===== config.mk =====
export PLATFORM = sky130hd
export DESIGN_NAME = bist_session_sequencer_flat
export DESIGN_NICKNAME = d
export VERILOG_FILES = /design/src/rtl/bist_session_sequencer_if.sv /design/src/rtl/bist_session_sequencer.sv /design/src/flat_wrapper.sv
export SDC_FILE = /design/constraint.sdc
export NUM_CORES = 1
export LEC_CHECK = 0
export BUFFER_PORTS_ARGS = -buffer_cell sky130_fd_sc_hd__buf_2
export CAP_MARGIN = 20
export CORE_ASPECT_RATIO = 0.75
export CORE_MARGIN = 5
export CORE_UTILIZATION = 45
export CTS_CLUSTER_DIAMETER = 40
export CTS_CLUSTER_SIZE = 40
export DETAILED_ROUTE_END_ITERATION = 6
export PLACE_DENSITY = 0.77
export SETUP_SLACK_MARGIN = 0.5
export SLEW_MARGIN = 5
export SYNTH_ARGS = -nofsm -noshare
export SYNTH_HDL_FRONTEND = slang
export SYNTH_SLANG_ARGS = --single-unit

===== constraint.sdc =====
create_clock -name clock -period 1.55 [get_ports clock]
set_input_delay 0.155 -clock clock [delete_from_list [all_inputs] [get_ports clock]]
set_output_delay 0.155 -clock clock [all_outputs]
set_load 0.01 [all_outputs]

===== src/rtl/bist_session_sequencer_if.sv =====
// Control/status bundle between a BIST session sequencer and its requester.
// The requester raises start/abort; the sequencer returns status and results.
interface bist_session_sequencer_if #(
    parameter int unsigned SIG_WIDTH = 4
);
    logic                 start;
    logic                 abort;
    logic                 busy;
    logic                 done;
    logic                 aborted;
    logic                 result_valid;
    logic                 pass;
    logic                 fail;
    logic [SIG_WIDTH-1:0] signature;
    logic [7:0]           session_count;
    logic [7:0]           fail_count;

    modport master (
        output start,
        output abort,
        input  busy,
        input  done,
        input  aborted,
        input  result_valid,
        input  pass,
        input  fail,
        input  signature,
        input  session_count,
        input  fail_count
    );

    modport slave (
        input  start,
        input  abort,
        output busy,
        output done,
        output aborted,
        output result_valid,
        output pass,
        output fail,
        output signature,
        output session_count,
        output fail_count
    );
endinterface


===== src/rtl/bist_session_sequencer.sv =====
// Runs one BIST session: holds LFSR/MISR in reset, releases them for
// PATTERN_COUNT cycles, captures and grades the MISR signature.
module bist_session_sequencer #(
    parameter int unsigned          PATTERN_COUNT = 7,
    parameter int unsigned          SIG_WIDTH     = 4,
    parameter logic [SIG_WIDTH-1:0] GOLDEN_SIG    = 4'b0011
) (
    input  logic                 clock,
    input  logic                 reset,
    input  logic [SIG_WIDTH-1:0] misr_signature,
    output logic                 testmode,
    output logic                 tpg_reset,
    output logic                 ora_reset,
    bist_session_sequencer_if.slave bus
);

    typedef enum logic [2:0] {
        IDLE,
        INIT,
        RUN,
        CAPTURE,
        DONE
    } state_t;

    localparam logic [7:0] LAST_PATTERN = 8'(PATTERN_COUNT - 1);

    state_t               state_q;
    state_t               state_d;
    logic [7:0]           cnt_q;
    logic [7:0]           cnt_d;
    logic                 busy_q;
    logic                 busy_d;
    logic                 done_q;
    logic                 done_d;
    logic                 aborted_q;
    logic                 aborted_d;
    logic                 rv_q;
    logic                 rv_d;
    logic                 pass_q;
    logic                 pass_d;
    logic                 fail_q;
    logic                 fail_d;
    logic [SIG_WIDTH-1:0] sig_q;
    logic [SIG_WIDTH-1:0] sig_d;
    logic [7:0]           sc_q;
    logic [7:0]           sc_d;
    logic [7:0]           fc_q;
    logic [7:0]           fc_d;
    logic                 testmode_d;
    logic                 sub_reset_d;
    logic                 in_session;
    logic                 match;

    function automatic logic [7:0] sat_inc(input logic [7:0] v);
        return (v == 8'hFF) ? v : v + 8'd1;
    endfunction

    assign in_session = (state_q == INIT) || (state_q == RUN) ||
                        (state_q == CAPTURE);
    assign match      = (misr_signature == GOLDEN_SIG);

    always_ff @(posedge clock) begin
        if (reset) begin
            state_q   <= IDLE;
            cnt_q     <= '0;
            testmode  <= 1'b0;
            tpg_reset <= 1'b1;
            ora_reset <= 1'b1;
            busy_q    <= 1'b0;
            done_q    <= 1'b0;
            aborted_q <= 1'b0;
            rv_q      <= 1'b0;
            pass_q    <= 1'b0;
            fail_q    <= 1'b0;
            sig_q     <= '0;
            sc_q      <= '0;
            fc_q      <= '0;
        end else begin
            state_q   <= state_d;
            cnt_q     <= cnt_d;
            testmode  <= testmode_d;
            tpg_reset <= sub_reset_d;
            ora_reset <= sub_reset_d;
            busy_q    <= busy_d;
            done_q    <= done_d;
            aborted_q <= aborted_d;
            rv_q      <= rv_d;
            pass_q    <= pass_d;
            fail_q    <= fail_d;
            sig_q     <= sig_d;
            sc_q      <= sc_d;
            fc_q      <= fc_d;
        end
    end

    always_comb begin
        state_d   = state_q;
        cnt_d     = cnt_q;
        done_d    = 1'b0;
        aborted_d = 1'b0;
        rv_d      = rv_q;
        pass_d    = pass_q;
        fail_d    = fail_q;
        sig_d     = sig_q;
        sc_d      = sc_q;
        fc_d      = fc_q;

        unique case (state_q)
            IDLE: begin
                if (bus.start && !bus.abort) begin
                    state_d = INIT;
                    rv_d    = 1'b0;
                    pass_d  = 1'b0;
                    fail_d  = 1'b0;
                end
            end
            INIT: begin
                state_d = RUN;
                cnt_d   = '0;
            end
            RUN: begin
                cnt_d = cnt_q + 8'd1;
                if (cnt_q == LAST_PATTERN) begin
                    state_d = CAPTURE;
                end
            end
            CAPTURE: begin
                // MISR reset only lands on this edge, so the value is final
                state_d = DONE;
                done_d  = 1'b1;
                sig_d   = misr_signature;
                pass_d  = match;
                fail_d  = !match;
                rv_d    = 1'b1;
                sc_d    = sat_inc(sc_q);
                if (!match) begin
                    fc_d = sat_inc(fc_q);
                end
            end
            DONE: begin
                state_d = IDLE;
            end
            default: begin
                state_d = IDLE;
            end
        endcase

        if (bus.abort && in_session) begin
            state_d   = IDLE;
            cnt_d     = cnt_q;
            done_d    = 1'b0;
            aborted_d = 1'b1;
            rv_d      = 1'b0;
            pass_d    = 1'b0;
            fail_d    = 1'b0;
            sig_d     = sig_q;
            sc_d      = sc_q;
            fc_d      = fc_q;
        end

        testmode_d  = (state_d != IDLE);
        sub_reset_d = (state_d != RUN);
        busy_d      = (state_d == INIT) || (state_d == RUN) ||
                      (state_d == CAPTURE);
    end

    assign bus.busy          = busy_q;
    assign bus.done          = done_q;
    assign bus.aborted       = aborted_q;
    assign bus.result_valid  = rv_q;
    assign bus.pass          = pass_q;
    assign bus.fail          = fail_q;
    assign bus.signature     = sig_q;
    assign bus.session_count = sc_q;
    assign bus.fail_count    = fc_q;

endmodule


===== src/flat_wrapper.sv =====
// flat-port wrapper written by rule: the top's interface ports become plain ports
module bist_session_sequencer_flat 
#(
    parameter int unsigned          PATTERN_COUNT = 7,
    parameter int unsigned          SIG_WIDTH     = 4,
    parameter logic [SIG_WIDTH-1:0] GOLDEN_SIG    = 4'b0011
)
  (clock, reset, misr_signature, testmode, tpg_reset, ora_reset, bus_start, bus_abort, bus_busy, bus_done, bus_aborted, bus_result_valid, bus_pass, bus_fail, bus_signature, bus_session_count, bus_fail_count);
  bist_session_sequencer_if #(.SIG_WIDTH(SIG_WIDTH)) bus_i ();
  input  logic clock;
  input  logic reset;
  input  logic [SIG_WIDTH-1:0] misr_signature;
  output logic testmode;
  output logic tpg_reset;
  output logic ora_reset;
  input wire logic [$bits(bus_i.start)-1:0] bus_start;
  input wire logic [$bits(bus_i.abort)-1:0] bus_abort;
  output wire logic [$bits(bus_i.busy)-1:0] bus_busy;
  output wire logic [$bits(bus_i.done)-1:0] bus_done;
  output wire logic [$bits(bus_i.aborted)-1:0] bus_aborted;
  output wire logic [$bits(bus_i.result_valid)-1:0] bus_result_valid;
  output wire logic [$bits(bus_i.pass)-1:0] bus_pass;
  output wire logic [$bits(bus_i.fail)-1:0] bus_fail;
  output wire logic [$bits(bus_i.signature)-1:0] bus_signature;
  output wire logic [$bits(bus_i.session_count)-1:0] bus_session_count;
  output wire logic [$bits(bus_i.fail_count)-1:0] bus_fail_count;
  assign bus_i.start = bus_start;
  assign bus_i.abort = bus_abort;
  assign bus_busy = bus_i.busy;
  assign bus_done = bus_i.done;
  assign bus_aborted = bus_i.aborted;
  assign bus_result_valid = bus_i.result_valid;
  assign bus_pass = bus_i.pass;
  assign bus_fail = bus_i.fail;
  assign bus_signature = bus_i.signature;
  assign bus_session_count = bus_i.session_count;
  assign bus_fail_count = bus_i.fail_count;
  bist_session_sequencer #(.PATTERN_COUNT(PATTERN_COUNT), .SIG_WIDTH(SIG_WIDTH), .GOLDEN_SIG(GOLDEN_SIG)) u_core (.clock(clock), .reset(reset), .misr_signature(misr_signature), .testmode(testmode), .tpg_reset(tpg_reset), .ora_reset(ora_reset), .bus(bus_i));
endmodule

Yosys cells after proc, flatten, opt, wreduce, memory -nomap -nowiden
Index checks and enable logic that the tools add are counted.
{"block": "totals", "register_bits": 39, "input_bits": 8, "out_inout_bits": 29}
{"block": "op_classes", "addsub": 3, "n_eq_ne": 12, "muxes": 11, "n_bitwise": 4, "reduce_logical": 18}
{"cell": "adder 8 x 1 -> 8 bit, second input constant", "count": 3}
{"cell": "== test 8 bit, second input constant", "count": 2}
{"cell": "one-hot mux 8 bit (2 select lines)", "count": 1}
{"cell": "== test 3 x 2 -> 1 bit, second input constant", "count": 4}
{"cell": "one-hot mux 3 bit (4 select lines)", "count": 1}
{"cell": "two-way mux 3 bit", "count": 3}
{"cell": "== test 8 x 3 -> 1 bit, second input constant", "count": 1}
{"cell": "== test 3 x 1 -> 1 bit, second input constant", "count": 2}
{"cell": "one-hot mux 1 bit (2 select lines)", "count": 3}
{"cell": "AND reduction 2 bit", "count": 3}
{"cell": "== test 4 x 2 -> 1 bit, second input constant", "count": 1}
{"cell": "logical OR 1 bit", "count": 4}
{"cell": "NOT 1 bit", "count": 4}
{"cell": "AND reduction 4 bit", "count": 1}
{"cell": "nonzero test 2 bit", "count": 2}
{"cell": "logical NOT 3 bit", "count": 1}
{"cell": "two-way mux 1 bit", "count": 3}
{"cell": "inequality test 3 x 2 -> 1 bit, second input constant", "count": 1}
{"cell": "AND reduction 3 bit", "count": 1}
{"cell": "nonzero test 3 bit", "count": 1}
{"cell": "logical AND 1 bit", "count": 2}
{"cell": "logical NOT 1 bit", "count": 2}
{"cell": "inequality test 2 x 1 -> 1 bit, second input constant", "count": 1}
{"cell": "OR reduction 2 bit", "count": 1}

Depth between registers and ports, before layout
{"block": "depth", "ltp_word": 8, "ltp_mapped": 7, "depth_no_buf": 6}

Worst setup path after synthesis
No wires, ideal clock.
{"block": "synth_path", "kind": "register to register", "from": "register u_core.state_q[1]", "to": "register u_core.fc_q[5], in the netlist u_core.bus.fail_count[5]", "arrival_time_ns": 1.467, "t_required_ns": 1.479, "path_slack_ns": 0.012, "path_stages_with_launch": 8, "path_cell_list": "dfxtp_1 buf_2 and4bb_1 buf_4 o211ai_4 buf_2 or3_1 a21oi_1"}
{"block": "synth_between", "elab_chain_len": 6}
{"item": "start: declaration", "line": "bist_session_sequencer.sv:27", "source": "state_t state_q;"}
{"item": "start signal: assignment", "line": "bist_session_sequencer.sv:79", "source": "state_q <= state_d;"}
{"item": "== test 3 x 1 -> 1 bit or == test 3 x 2 -> 1 bit (tied branches)", "line": "bist_session_sequencer.sv:58", "source": "assign in_session = (state_q == INIT) || (state_q == RUN) ||"}
{"item": "logical OR 1 bit (2 in a row)", "line": "bist_session_sequencer.sv:58"}
{"item": "logical AND 1 bit", "line": "bist_session_sequencer.sv:148", "source": "if (bus.abort && in_session) begin"}
{"item": "NOT 1 bit (no source line)"}
{"item": "AND reduction 4 bit (no source line) *"}
{"item": "end signal: assignment", "line": "bist_session_sequencer.sv:77", "source": "fc_q <= '0;"}
{"item": "end signal: assignment", "line": "bist_session_sequencer.sv:92", "source": "fc_q <= fc_d;"}
{"item": "end: declaration", "line": "bist_session_sequencer.sv:47", "source": "logic [7:0] fc_q;"}
Mark *: on every way between the ends. The rest lies on a longest branch, timed or not.
A chain may end at the register's enable or synchronous reset.

Final worst setup path
{"block": "layout_path", "from": "register u_core.state_q[2]", "to": "register u_core.sc_q[2], in the netlist u_core.bus.session_count[2]"}
{"block": "layout_between", "elab_chain_len": 6}
{"item": "== test 3 x 1 -> 1 bit or == test 3 x 2 -> 1 bit (tied branches)", "line": "bist_session_sequencer.sv:58"}
{"item": "logical OR 1 bit (2 in a row)", "line": "bist_session_sequencer.sv:58"}
{"item": "logical AND 1 bit", "line": "bist_session_sequencer.sv:148"}
{"item": "NOT 1 bit (no source line)"}
{"item": "AND reduction 3 bit (no source line) *"}
{"item": "end signal: assignment", "line": "bist_session_sequencer.sv:76", "source": "sc_q <= '0;"}
{"item": "end signal: assignment", "line": "bist_session_sequencer.sv:91", "source": "sc_q <= sc_d;"}
{"item": "end: declaration", "line": "bist_session_sequencer.sv:45", "source": "logic [7:0] sc_q;"}
Marks and branches as above.

==> summary.txt <==
Floorplanning
  • Site row count: 19
  • Initial Utilization: a little under half
  • Height of the die: 63.5 um
  • Die area: ~5200 sq um
  • I/O pin cnt: 37
  • CORE AREA: between 3000 and 4000 sq um
  • Die width: just over 80 um

Finish
  • Nets: 280
  • Multi-input gate area: 1160 sq um
  • Area delta synth->final: 58.9%
  • Reg area: 831 sq um
  • Filler cells: approximately 240
  • Number of diodes: 0
  • Non-Filler Instances: between 300 and 400
  • Layout cells sized above 1: between 50% and 60%

Synthesis
  • Register area share after synthesis: between 40% and 50%
  • Post-synthesis instance area: around 1700 sq um
  • Synth Instances: a little under 200
  • Syn_nets: 210
  • Ys Warns: 0
  • Yosys top cell by area: dfxtp_1
  • Top area cells in the synthesized netlist: dfxtp_1 45%, a21oi_1 5.5%, nor2_1 4.6%
  • EDFF count, synth: 0
  • Cell variety after synth: 39
  • Ys async rst share: 0%
  • Top cell type's share of synthesized area: between 40% and 50%
  • FF+latch count, synth: 39
  • Avg Cell Area, Syn: 8.69 sq um
  • Top_reg_cell synth: dfxtp_1

Timing
  • Final slew viol count: 0
  • Final setup viols: 0
  • Peak Freq: approximately 650 MHz
  • Setup ws final: ~0.021 ns
  • Rel. slew slack: roughly 76%
  • Slew @ Worst Pin: 0.354 ns
  • Clk_skew: 0.0157 ns
  • Post-layout min period: approximately 1.5 ns
  • Setup total negative slack: 0 ns
  • Fin crit share: a little under 100%
  • Hold Violations, Final: 0
  • RSZ-0062 raised after global routing: yes

Power and ir drop
  • Seq pwr share: between 40% and 50%
  • Switching Share: 23.2%
  • Clock share of power: a little over two fifths
  • Power, Total: 2.00 mW
  • VDD IR max: 0.000506 V
  • Logic pwr share: under 10%
  • Leakage: 1.10 nW
  • Net switching power: 0.464 mW
  • Power Internal: 1.54 mW
  • Cell Pwr Density: approximately 730 nW/um^2

Worst hold path
  • Hold depth: 3
  • Hold Path Class: in2reg

Setup path
  • CP required: around 1.8 ns
  • CP arrival: approximately 1.7 ns
  • Kind of end point of the critical path: flop
  • R2r worst-path depth: 5
  • Critical Path Fanout Max: 8
  • Flop-to-flop setup slack: 0.02 ns
  • CP startpoint kind: flop
  • Worst Setup Path Type: reg2reg

Global route
  • First-pass GRT wire length: between 6000 and 7000 um
  • Pin count of the biggest net entering global routing: 16
  • Initial antenna violation count: 0
  • GR Overflow Total: 0
  • Total Routing Usage GR: between 15 and 20%
  • Vias in the first global route: 1515

Clock network
  • CTS buffer count: 5
  • Clock-pin slew on the worst setup and hold paths: around 0.08 ns
  • Clock Tree Root: clkbuf_8
  • Clock Path Buffers: 2
  • Num Clock Sinks: 39
  • Hold_buf cts: 0
  • CTS H-tree depth: 2
  • TritonCTS clock tree: yes
  • Clock latency on the worst-skew pair: 0.30 ns

Place
  • Pre-CTS WS: -0.0431 ns
  • Placed cells: 285
  • Port buffer count: 36
  • Final RePlAce weighted congestion: approximately 0.78
  • Hpwl dp: roughly 2600 um

Routing
  • Remaining DRCs: 0
  • Pre-antenna DRT Iters: 6
  • WL/cell: 17.0 um
  • Metal-1 WL: 2270 um
  • Drt initial violations: roughly 130
  • Top Layer Used: met4
  • Metal3 WL: 286 um
  • Vias/cell: 5.61
  • Vias post-DR: 1800
  • Final WL: approximately 5500 um
  • DRT antenna net count: 0
  • Wire length on met2: between 2000 and 3000 um

Job
  • Max Cap Viol: 0

Run status
  • Status: completed
-- kinds of logic after synthesis --
logic type / count (synthesis) / synth area share (%)
AO/OA/AOI/OAI: 42 / 14.2
XOR/XNOR: 10 / 5.09
multiplexers: 2 / 1.16
AND/OR/NAND/NOR: 84 / 26.0
flip-flops: 39 / 45.4
buffers and inverters: 17 / 5.24
adder cells (fa/ha/maj): 4 / 2.91
-- layer usage --
metal	vias up	global-route usage [%]
li1	846	-
met2	65	25.4
met3	9	5.27
met1	880	22.4
met5	-	0
met4	0	5.70
-- flip-flops by register name, summed over array words and instances (netlist names) --
name,count
u_core.bus.fail,1
u_core.bus.signature,4
u_core.testmode,1
u_core.bus.result_valid,1
u_core.bus.fail_count,8
u_core.bus.session_count,8
u_core.bus.pass,1
u_core.state_q,3
u_core.bus.aborted,1
u_core.bus.busy,1
u_core.cnt_q,8
u_core.tpg_reset,1
u_core.bus.done,1
-- final timing paths --
kind | start | endpoint
max reg2reg | u_core.state_q[2]$_SDFF_PP0_ | u_core.bus.session_count[2]$_SDFFE_PP0P_
min reg2reg | u_core.bus.signature[3]$_SDFFE_PP0P_ | u_core.bus.signature[3]$_SDFFE_PP0P_
min | misr_signature[1] | u_core.bus.signature[1]$_SDFFE_PP0P_
max | u_core.state_q[2]$_SDFF_PP0_ | u_core.bus.session_count[2]$_SDFFE_PP0P_
-- what timing repair did --
action | 4_1_cts | 5_1_grt
setup endpoints to repair | 38 | 45
pin swaps | 27 | 23
setup buffers | 11 | 15
gates resized for setup | 26 | 67
gates cloned | 1 | 1
-- synth_stat cells, drive strengths merged (2+ instances only) --
library cell	number
dfxtp	39
nor2	21
a21oi	19
o21ai	14
nand2	13
nand3	12
or3	9
xnor2	8
buf	7
clkbuf	5
inv	5
nand4	5
ha	4
nor3	4
nor4	3
o31ai	3
or2	3
or4	3
mux2i	2
nand2b	2
o211ai	2
o22ai	2
xor2	2
-- per-stage QoR --
stage | util [%] | cell area (sq um) | hold WS, ns
2_1_floorplan | - | 1820 | 0.291
3_3_place_gp | 55.8 | 2050 | 0.412
3_5_place_dp | 55.8 | 2050 | 0.418
4_1_cts | 64.0 | 2360 | 0.106
5_1_grt | 74.2 | 2730 | 0.119
6_report | 74.2 | 2730 | 0.110
-- worst max-delay path, stage by stage, from the launching register on --
cell,delay (ns)
dfxtp_2,0.34
and4bb_4,0.37
o21ai_4,0.10
buf_6,0.14
or3_1,0.33
a21oi_2,0.16
-- cells in the final DEF, fill, tap and decap left out, drive strengths merged, types with 8 or more instances in the layout --
cell type | Yosys | final
buf | 7 | 74
dfxtp | 39 | 39
nor2 | 21 | 21
a21oi | 19 | 19
o21ai | 14 | 14
nand2 | 13 | 13
nand3 | 12 | 12
or3 | 9 | 9
xnor2 | 8 | 8
-- final cells by class --
class	instances	area share, %
clock buffers	5	2.52
clock inverters	3	1.60
repair buffers	74	20.0
multi-input cells	143	42.5
inverters	5	0.686
flip-flops and latches	39	30.4
well taps	52	2.38
-- power by group through the flow --
stage / logic (mW) / registers (mW) / clock network (mW)
after floorplan: 0.0539 / 1.03 / 0
after global placement: 0.0855 / 1.03 / 0
after detailed placement: 0.0859 / 1.03 / 0
after CTS: 0.103 / 1.00 / 0.863
after global routing: 0.155 / 0.999 / 0.921
final: 0.148 / 0.999 / 0.854
No activity file was read; power rests on OpenSTA's default activity.
